[src/rtl/rrarbiter_pkg.sv]
// Shared definitions for the three-way round-robin printer arbiter.
// Grant encodings double as the FSM state encodings.
package rrarbiter_pkg;

    typedef enum logic [1:0] {
        ST_IDLE = 2'b00,
        ST_BOSS = 2'b01,
        ST_ENG  = 2'b10,
        ST_BOY  = 2'b11
    } state_t;

    // Rotation successor; IDLE maps to BOSS so a search from it is well defined.
    function automatic state_t succ(input state_t s);
        case (s)
            ST_BOSS: succ = ST_ENG;
            ST_ENG:  succ = ST_BOY;
            ST_BOY:  succ = ST_BOSS;
            default: succ = ST_BOSS;
        endcase
    endfunction

    // Request bit belonging to a requester state; req = {boy, eng, boss}.
    function automatic logic req_of(input state_t s, input logic [2:0] req);
        case (s)
            ST_BOSS: req_of = req[0];
            ST_ENG:  req_of = req[1];
            ST_BOY:  req_of = req[2];
            default: req_of = 1'b0;
        endcase
    endfunction

endpackage

[src/rtl/rrarbiter.sv]
// Non-preemptive round-robin arbiter granting one printer to BOSS/ENG/BOY.
// The state register is the grant itself, so printer is a registered output.
module rrarbiter
    import rrarbiter_pkg::*;
(
    input  logic       clk,
    input  logic       rst,
    input  logic       rboss,
    input  logic       reng,
    input  logic       rboy,
    output logic [1:0] printer
);

    state_t     state_q, state_d;
    state_t     last_q,  last_d;
    state_t     base, cand1, cand2, cand3;
    logic [2:0] req;
    logic       hold;

    assign req = {rboy, reng, rboss};

    always_comb begin
        hold  = (state_q != ST_IDLE) && req_of(state_q, req);
        // Search starts after the owner, or after the previous owner when idle.
        base  = (state_q == ST_IDLE) ? last_q : state_q;
        cand1 = succ(base);
        cand2 = succ(cand1);
        cand3 = succ(cand2);

        state_d = ST_IDLE;
        if (hold)
            state_d = state_q;
        else if (req_of(cand1, req))
            state_d = cand1;
        else if (req_of(cand2, req))
            state_d = cand2;
        else if (req_of(cand3, req))
            state_d = cand3;

        last_d = (state_d != ST_IDLE) ? state_d : last_q;
    end

    always_ff @(posedge clk or posedge rst) begin
        if (rst) begin
            state_q <= ST_IDLE;
            last_q  <= ST_BOY;
        end else begin
            state_q <= state_d;
            last_q  <= last_d;
        end
    end

    assign printer = state_q;

endmodule

[config.mk]
export PLATFORM = sky130hd
export DESIGN_NAME = rrarbiter
export DESIGN_NICKNAME = d
export VERILOG_FILES = /design/src/rtl/rrarbiter_pkg.sv /design/src/rtl/rrarbiter.sv
export SDC_FILE = /design/constraint.sdc
export NUM_CORES = 1
export LEC_CHECK = 0
export CORE_AREA = 2 2 39 41
export DETAILED_ROUTE_END_ITERATION = 10
export DIE_AREA = 0 0 41 43
export HOLD_SLACK_MARGIN = 0.08
export PLACE_DENSITY = 0.51
export SYNTH_ARGS = -nofsm -noshare
export SYNTH_HDL_FRONTEND = slang
export SYNTH_SLANG_ARGS = --single-unit
[constraint.sdc]
create_clock -name clk -period 2.64 [get_ports clk]
set_input_delay 0.792 -clock clk [delete_from_list [all_inputs] [get_ports clk]]
set_output_delay 0.792 -clock clk [all_outputs]
set_load 0.1 [all_outputs]
[Word-level counts from Yosys, hierarchy flattened]
Cells that the tools add are included.
Word-level totals
  flip-flop bits (word level): 4
  bits of input ports: 5
  word-level logic and storage cells: 38
  output and inout bits: 2
Operators by class
  eq/ne operators: 14
  muxes and demuxes: 18
  reductions and logical operators: 4
Operators with widths (count)
  $eq 2x2->1 const B: 9
  $pmux 1 s3: 4
  $pmux 2 s2: 3
  $eq 2x1->1 const B: 5
  $mux 2: 5
  $mux 1: 6
  $reduce_bool 2->1: 2
  $logic_not 2->1: 1
  $logic_and 1x1->1: 1

[Longest topological paths before layout]
Gate-level depths: netlist of run 1.
  depth after elaboration: 18
  mapped depth: 10
  mapped depth without buffers: 9

[Worst setup path after synthesis of run 1]
No wires, ideal clock.
  kind: flip-flop to flip-flop
  start: register state_q[1] (netlist: printer[1])
  end: register last_q[1]
  path buffers: 0
  path slack: 0.137 ns
  period minus slack after synthesis: 2.503 ns
  setup time: 0.077 ns
  required time: 2.563 ns
  cell stages (with the launch flop): 9
  arrival time: 2.426 ns
  path through: dfrtp_1 > inv_2 > a21o_1 > ha_1 > a22oi_1 > o211ai_1 > a31oi_1 > mux2i_1 > a21o_1
On the way
  longest elaborated chain between the ends: 18
  elaborated cells on any way between the ends: 36
  those cells by class: eq/ne: 14; mux: 18; reduce/logical: 4
RTL lines
  start: declaration: RTL line rrarbiter.sv:14  | state_t state_q, state_d;
  start signal: assignment: RTL line rrarbiter.sv:48  | state_q <= state_d;
  $logic_not 2->1: RTL line rrarbiter.sv:25  | base = (state_q == ST_IDLE) ? last_q : state_q;
  $mux 2: RTL line rrarbiter.sv:25
  $eq 2x2->1 or $eq 2x1->1 (tied branches): RTL line rrarbiter_pkg.sv:14  | case (s)
  $pmux 2 s2: RTL line rrarbiter_pkg.sv:14
  $eq 2x2->1 or $eq 2x1->1 (tied branches): RTL line rrarbiter_pkg.sv:14, rrarbiter_pkg.sv:24
  $pmux 2 s2: RTL line rrarbiter_pkg.sv:14
  $eq 2x2->1 or $eq 2x1->1 (tied branches): RTL line rrarbiter_pkg.sv:14, rrarbiter_pkg.sv:24
  $pmux 2 s2: RTL line rrarbiter_pkg.sv:14
  [2 not listed]
  $mux 1: RTL line rrarbiter.sv:35  | else if (req_of(cand2, req))
  $mux 1: RTL line rrarbiter.sv:33  | else if (req_of(cand1, req))
  $mux 1: RTL line rrarbiter.sv:31  | if (hold)
  $mux 2: RTL line rrarbiter.sv:37  | else if (req_of(cand3, req))
  $mux 2: RTL line rrarbiter.sv:35
  $mux 2: RTL line rrarbiter.sv:33
  $mux 2 *: RTL line rrarbiter.sv:31
  $reduce_bool 2->1: RTL line rrarbiter.sv:40  | last_d = (state_d != ST_IDLE) ? state_d : last_q;
  end signal: assignment: RTL line rrarbiter.sv:49  | last_q <= last_d;
  end: declaration: RTL line rrarbiter.sv:15  | state_t last_q, last_d;
Every way passes the cells marked *; elsewhere a longest branch is shown, timed or not. The select of a mux whose other input is x is not followed.
A chain may end at the register's enable or synchronous reset.

[Worst setup path in the final report of run 1]
  start: input port rboy
  end: register last_q[1]
On the way
  longest elaborated chain between the ends: 9
  elaborated cells on any way between the ends: 16
  those cells by class: mux: 14; reduce/logical: 2
RTL lines
  start: declaration: RTL line rrarbiter.sv:10  | input logic rboy,
  $pmux 1 s3: RTL line rrarbiter_pkg.sv:24  | case (s)
  $mux 1: RTL line rrarbiter.sv:35
  $mux 1: RTL line rrarbiter.sv:33
  $mux 1: RTL line rrarbiter.sv:31
  $mux 2: RTL line rrarbiter.sv:37
  $mux 2: RTL line rrarbiter.sv:35
  $mux 2: RTL line rrarbiter.sv:33
  $mux 2 *: RTL line rrarbiter.sv:31
  $reduce_bool 2->1: RTL line rrarbiter.sv:40
Marks and branches as above.

==> flow_metrics.env, run 1 <==
export IMPL_viasPerCell=5.29
export IMPL_worstReg2RegEnd="last_q[1]$_DFFE_PP1P_"
export IMPL_synthArstFlopShare=1.00
export IMPL_grt_antenna_before_repair=0
export IMPL_setup_viol=0
export IMPL_min_period_ns=2.15
export IMPL_status="complete, no violations"
export IMPL_grtUsageTotal=0.125
export IMPL_clock_sinks=4
export IMPL_clkLatencyLatePin_ns=0.23
export IMPL_drtIter0Drc=9
export IMPL_fin_worst_skew_ns=0.00132
export IMPL_postCtsSetupBuffers=0
export IMPL_grt_max_degree=10
export IMPL_die_w_um=41
export IMPL_syn_inst=54
export IMPL_start_util=0.331
export IMPL_vias=407
export IMPL_worst_pin_slew_ns=0.304
export IMPL_synth_warnings=0
export IMPL_max_freq_mhz=464
export IMPL_final_common_cell="inv_1"
export IMPL_synth_ff_type="dfstp_2"
export IMPL_grt_pass1_wl_um=1480
export IMPL_ff2ff_setup_slack_ns=0.55
export IMPL_core_rowCount=14
export IMPL_hold_class="flop to flop"
export IMPL_rsz0062_at_grt="no"
export IMPL_core_area_sq_mm=0.00138
export IMPL_cts_buffers=3
export IMPL_die_h_um=43
export IMPL_cts_resized=0
export IMPL_ant_nets=0
export IMPL_setup_tns_ns=0
export IMPL_ff2ff_path_depth=8
export IMPL_syn_nets=62
export IMPL_slew_violations=0
export IMPL_cp_end_kind="flop"
export IMPL_yosys_area_top_type="dfstp_2"
export IMPL_syn_area_per_cell_sq_um=8.48
export IMPL_num_antenna_cells=0
export IMPL_ys_ff_latch=4
export IMPL_root_buffer="clkbuf_4"
export IMPL_critPathMaxFanout=9
export IMPL_ys_seq_area_frac=0.224
export IMPL_drc=0
export IMPL_yosysTopAreaCellShare=0.115
export IMPL_io_buffers=6
export IMPL_worstReg2RegStart="printer[1]$_DFF_PP0_"
export IMPL_cts_tree="yes"
export IMPL_dr_pass1_iters=4
export IMPL_min_period_over_period=0.816
export IMPL_drt_wl_total_um=870
export IMPL_synth_cell_types=32
export IMPL_yosys_top_cells_area="dfstp_2 11%, dfrtp_1 11%, ha_1 8.2%"
export IMPL_startpoint="rboy"
export IMPL_post_dp_hpwl_um=674
export IMPL_required_ns=2.81
export IMPL_endpoint="last_q[1]$_DFFE_PP1P_"
export IMPL_nets=71
export IMPL_cap_violations=0
export IMPL_areaGrowthSynthToFinish_pct=16.4
export IMPL_maxSlewHeadroom=0.792
export IMPL_cts_clk_slew_worst_paths_ns=0.04
export IMPL_synth_edf_count=0
export IMPL_routabilityCongestion=0.718
export IMPL_die_area_sq_mm=0.00176
export IMPL_grt_pass1_vias=367
export IMPL_cts_hold_fix_buffers=0
export IMPL_hold_viol=0
export IMPL_htreeDepth=1
export IMPL_final_cell_mix="6 x inv_1, 5 x nand2_1, 4 x a21o_1, 4 x clkdlybuf4s50_1"
export IMPL_synth_area_sq_um=458
export IMPL_wire_per_inst_um=11.3
export IMPL_grt_ovfl_total=0
export IMPL_clockBufferDepth=2
export IMPL_path_class="input port to flop"
export IMPL_critPathArrivalTime_ns=2.33
export IMPL_drive_gt1_frac=0.230
export IMPL_io_pins=7
export IMPL_start_kind="input port"
-- worst max-delay path, stage by stage --
cell and delay, ns:
clkdlybuf4s50_1 0.64, a22oi_1 0.15, o211ai_1 0.19, a31oi_1 0.12, mux2i_1 0.27, a21o_1 0.16
-- cell families after synthesis --
kind of cell,synth area share
adders and majority gates,0.0820
and+or+nand+nor,0.202
AOI/OAI and AO/OA,0.331
muxes,0.0546
buffers and inverters,0.107
DFF,0.224
-- how the worst min path moves through the flow --
stage | from | to | cells after the start
floorplan | last_q[0]$_DFFE_PP1P_ | last_q[0]$_DFFE_PP1P_ | 2
global placement | last_q[1]$_DFFE_PP1P_ | last_q[1]$_DFFE_PP1P_ | 1
detailed placement | last_q[1]$_DFFE_PP1P_ | last_q[1]$_DFFE_PP1P_ | 1
CTS | last_q[1]$_DFFE_PP1P_ | last_q[1]$_DFFE_PP1P_ | 1
global route | last_q[1]$_DFFE_PP1P_ | last_q[1]$_DFFE_PP1P_ | 1
finish | last_q[1]$_DFFE_PP1P_ | last_q[1]$_DFFE_PP1P_ | 1
-- flip-flops by register name, indices dropped and copies added (netlist names) --
signal,cells
last_q,2
printer,2
-- routing by layer --
layer / wire, um / part of all wire / track usage / vias to the layer above
li1: - / - / - / 207
met1: 429 / 0.49 / 0.184 / 193
met2: 414 / 0.48 / 0.150 / 7
met3: 26 / 0.030 / 0.0366 / 0
met4: 0 / 0 / 0.0867 / 0
met5: 0 / 0 / 0 / -
-- cell usage after synthesis, types with 2 or more instances --
| master | instances |
|---|---|
| inv_1 | 6 |
| a21o_1 | 4 |
| buf_6 | 2 |
| dfstp_2 | 2 |
| nor2_1 | 3 |
| dfrtp_1 | 2 |
| nor2b_1 | 2 |
| o21ai_0 | 2 |
| ha_1 | 3 |
| nand2_1 | 5 |
| nand2b_1 | 2 |
-- stage by stage --
step	worst slack, ns	hold WS (ns)	instance area, sq um	instances	util
after floorplan	0.137	0.490	458	54	-
after global placement	0.244	0.503	510	74	0.369
after detailed placement	0.231	0.503	510	74	0.369
after CTS	0.478	0.508	533	77	0.385
after global routing	0.330	0.539	533	77	0.385
final	0.485	0.505	533	77	0.385
-- cell type report --
type / count / area (sq um)
clock buffers: 3 / 22.5
repair buffers: 6 / 55.1
inverters: 7 / 26.3
well taps: 16 / 20.0
multi-input cells: 41 / 307
flip-flops and latches: 4 / 103
fillers: 140 / 851
Power of run 1 is left out: the tool's default activity adds up to more than one toggle a clock period on the data nets, which glitch-free logic cannot reach.
==> run 2: changes to the inputs <==
==> constraint.sdc (replaced) <==
create_clock -name clk -period 2.1 [get_ports clk]
set_input_delay 0.63 -clock clk [delete_from_list [all_inputs] [get_ports clk]]
set_output_delay 0.63 -clock clk [all_outputs]
set_load 0.1 [all_outputs]
==> run 2 against run 1 <==
Critical path depth is 3 higher. Flip-flop and latch count stayed put. Critical path type is now flop to flop. Via count is 4.4% higher. Highest routed layer unchanged. Design area is 16% higher.
==> flow_metrics.env, run 2 (synthesis results as in run 1) <==
export IMPL_areaGrowthSynthToFinish_pct=35.0
export IMPL_num_fill_cells=148
export IMPL_drc=0
export IMPL_vias=425
export IMPL_nets=77
export IMPL_grt_pass1_vias=373
export IMPL_drive_gt1_frac=0.358
export IMPL_clockBufferDepth=2
export IMPL_worst_pin_slew_ns=0.332
export IMPL_setup_tns_ns=0
export IMPL_drtIter0Drc=9
export IMPL_grt_max_degree=10
export IMPL_core_rowCount=14
export IMPL_max_freq_mhz=508
export IMPL_critPathArrivalTime_ns=2.13
export IMPL_die_w_um=41
export IMPL_viasPerCell=5.12
export IMPL_final_cell_mix="6 x inv_1, 6 x buf_4, 5 x nand2_1"
export IMPL_cts_buffers=3
export IMPL_clkLatencyLatePin_ns=0.23
export IMPL_cp_end_kind="flop"
export IMPL_clock_sinks=4
export IMPL_cap_violations=0
export IMPL_required_ns=2.26
export IMPL_min_period_over_period=0.937
export IMPL_cts_clk_slew_worst_paths_ns=0.04
export IMPL_core_area_sq_mm=0.00138
export IMPL_hold_viol=0
export IMPL_die_h_um=43
export IMPL_setup_viol=0
export IMPL_final_util=0.447
export IMPL_fin_worst_skew_ns=0.000910
export IMPL_drt_wl_total_um=969
export IMPL_slew_violations=0
export IMPL_io_pins=7
export IMPL_rsz0062_at_grt="no"
export IMPL_grt_ovfl_total=0
export IMPL_maxSlewHeadroom=0.778
export IMPL_grt_pass1_wl_um=1550
export IMPL_wire_per_inst_um=11.7
export IMPL_root_buffer="clkbuf_4"
export IMPL_post_dp_hpwl_um=751
export IMPL_ant_nets=0
export IMPL_hold_class="flop to flop"
export IMPL_cts_tree="yes"
export IMPL_die_area_sq_mm=0.00176
export IMPL_grtUsageTotal=0.131
export IMPL_routabilityCongestion=0.692
export IMPL_io_buffers=6
export IMPL_htreeDepth=1
export IMPL_critPathMaxFanout=7
export IMPL_status="complete, no violations"
export IMPL_num_antenna_cells=0
export IMPL_grt_antenna_before_repair=0
export IMPL_min_period_ns=1.97
export IMPL_path_class="flop to flop"
export IMPL_start_util=0.331
export IMPL_dr_pass1_iters=4
export IMPL_start_kind="flop"
==> run 2: cell types whose count changed in the layout (fill, tap and decap cells not counted), sizes merged <==
cell,change
buf,+6
==> run 2: worst paths after layout <==
path	depth (start not counted)	from	slack (ns)	end
max in group asynchronous	2	rst	1.29	last_q[1]$_DFFE_PP1P_
hold reg to reg	1	last_q[1]$_DFFE_PP1P_	0.51	last_q[1]$_DFFE_PP1P_
min in group asynchronous	2	rst	0.59	printer[1]$_DFF_PP0_
setup / recovery	9	printer[0]$_DFF_PP0_	0.13	last_q[1]$_DFFE_PP1P_
setup reg to reg	9	printer[0]$_DFF_PP0_	0.13	last_q[1]$_DFFE_PP1P_
hold / removal	1	last_q[1]$_DFFE_PP1P_	0.51	last_q[1]$_DFFE_PP1P_
==> run 2: layout make-up <==
type	count	area [sq um]	area share
inverters	7	26.3	0.0425
multi-input cells	41	314	0.508
well taps	16	20.0	0.0324
repair buffers	12	125	0.202
flip-flops and latches	4	110	0.178
clock buffers	3	22.5	0.0364
==> run 2: what timing repair did <==
item | CTS | global route
buffers inserted | 0 | 0
hold buffers | 0 | 0
endpoints found under the setup margin | 0 | 3
resized for setup | 0 | 2
==> run 2: metrics by stage <==
step / cell area (sq um) / instances / hold slack [ns] / setup WS [ns]
CTS: 611 / 83 / 0.515 / 0.0495
global route: 618 / 83 / 0.525 / 0.00655
finish: 618 / 83 / 0.509 / 0.132
floorplan: 465 / 54 / 0.395 / 0.0381
detailed placement: 588 / 80 / 0.510 / -0.0977
global placement: 588 / 80 / 0.509 / -0.0786
==> run 2: layer usage <==
layer	up-vias	global-route usage	share of wire
met1	197	0.158	0.50
met3	0	0.0314	0.026
met5	-	0	0
li1	220	-	-
met2	8	0.200	0.48
met4	0	0.0800	0
==> run 2: critical path, cell delays in order, from the launching register on <==
cell and delay (ns):
dfrtp_4 0.50, inv_1 0.06, a21o_1 0.12, inv_1 0.05, ha_2 0.39, nand2_1 0.10, o22a_1 0.20, a31oi_1 0.15
mux2i_1 0.14, a21o_1 0.20
Power of run 2 is left out for the same reason.
==> run 3: changes to the inputs <==
--- a/config.mk
+++ b/config.mk
@@ -10,6 +10,7 @@
 export DIE_AREA = 0 0 41 43
 export HOLD_SLACK_MARGIN = 0.08
 export PLACE_DENSITY = 0.51
+export SKIP_LAST_GASP = 1
 export SYNTH_ARGS = -nofsm -noshare
 export SYNTH_HDL_FRONTEND = slang
 export SYNTH_SLANG_ARGS = --single-unit
==> results of run 3 <==
The final DEF is identical to that of run 2; final timing and power are the same.
Power of run 3 is left out for the same reason.
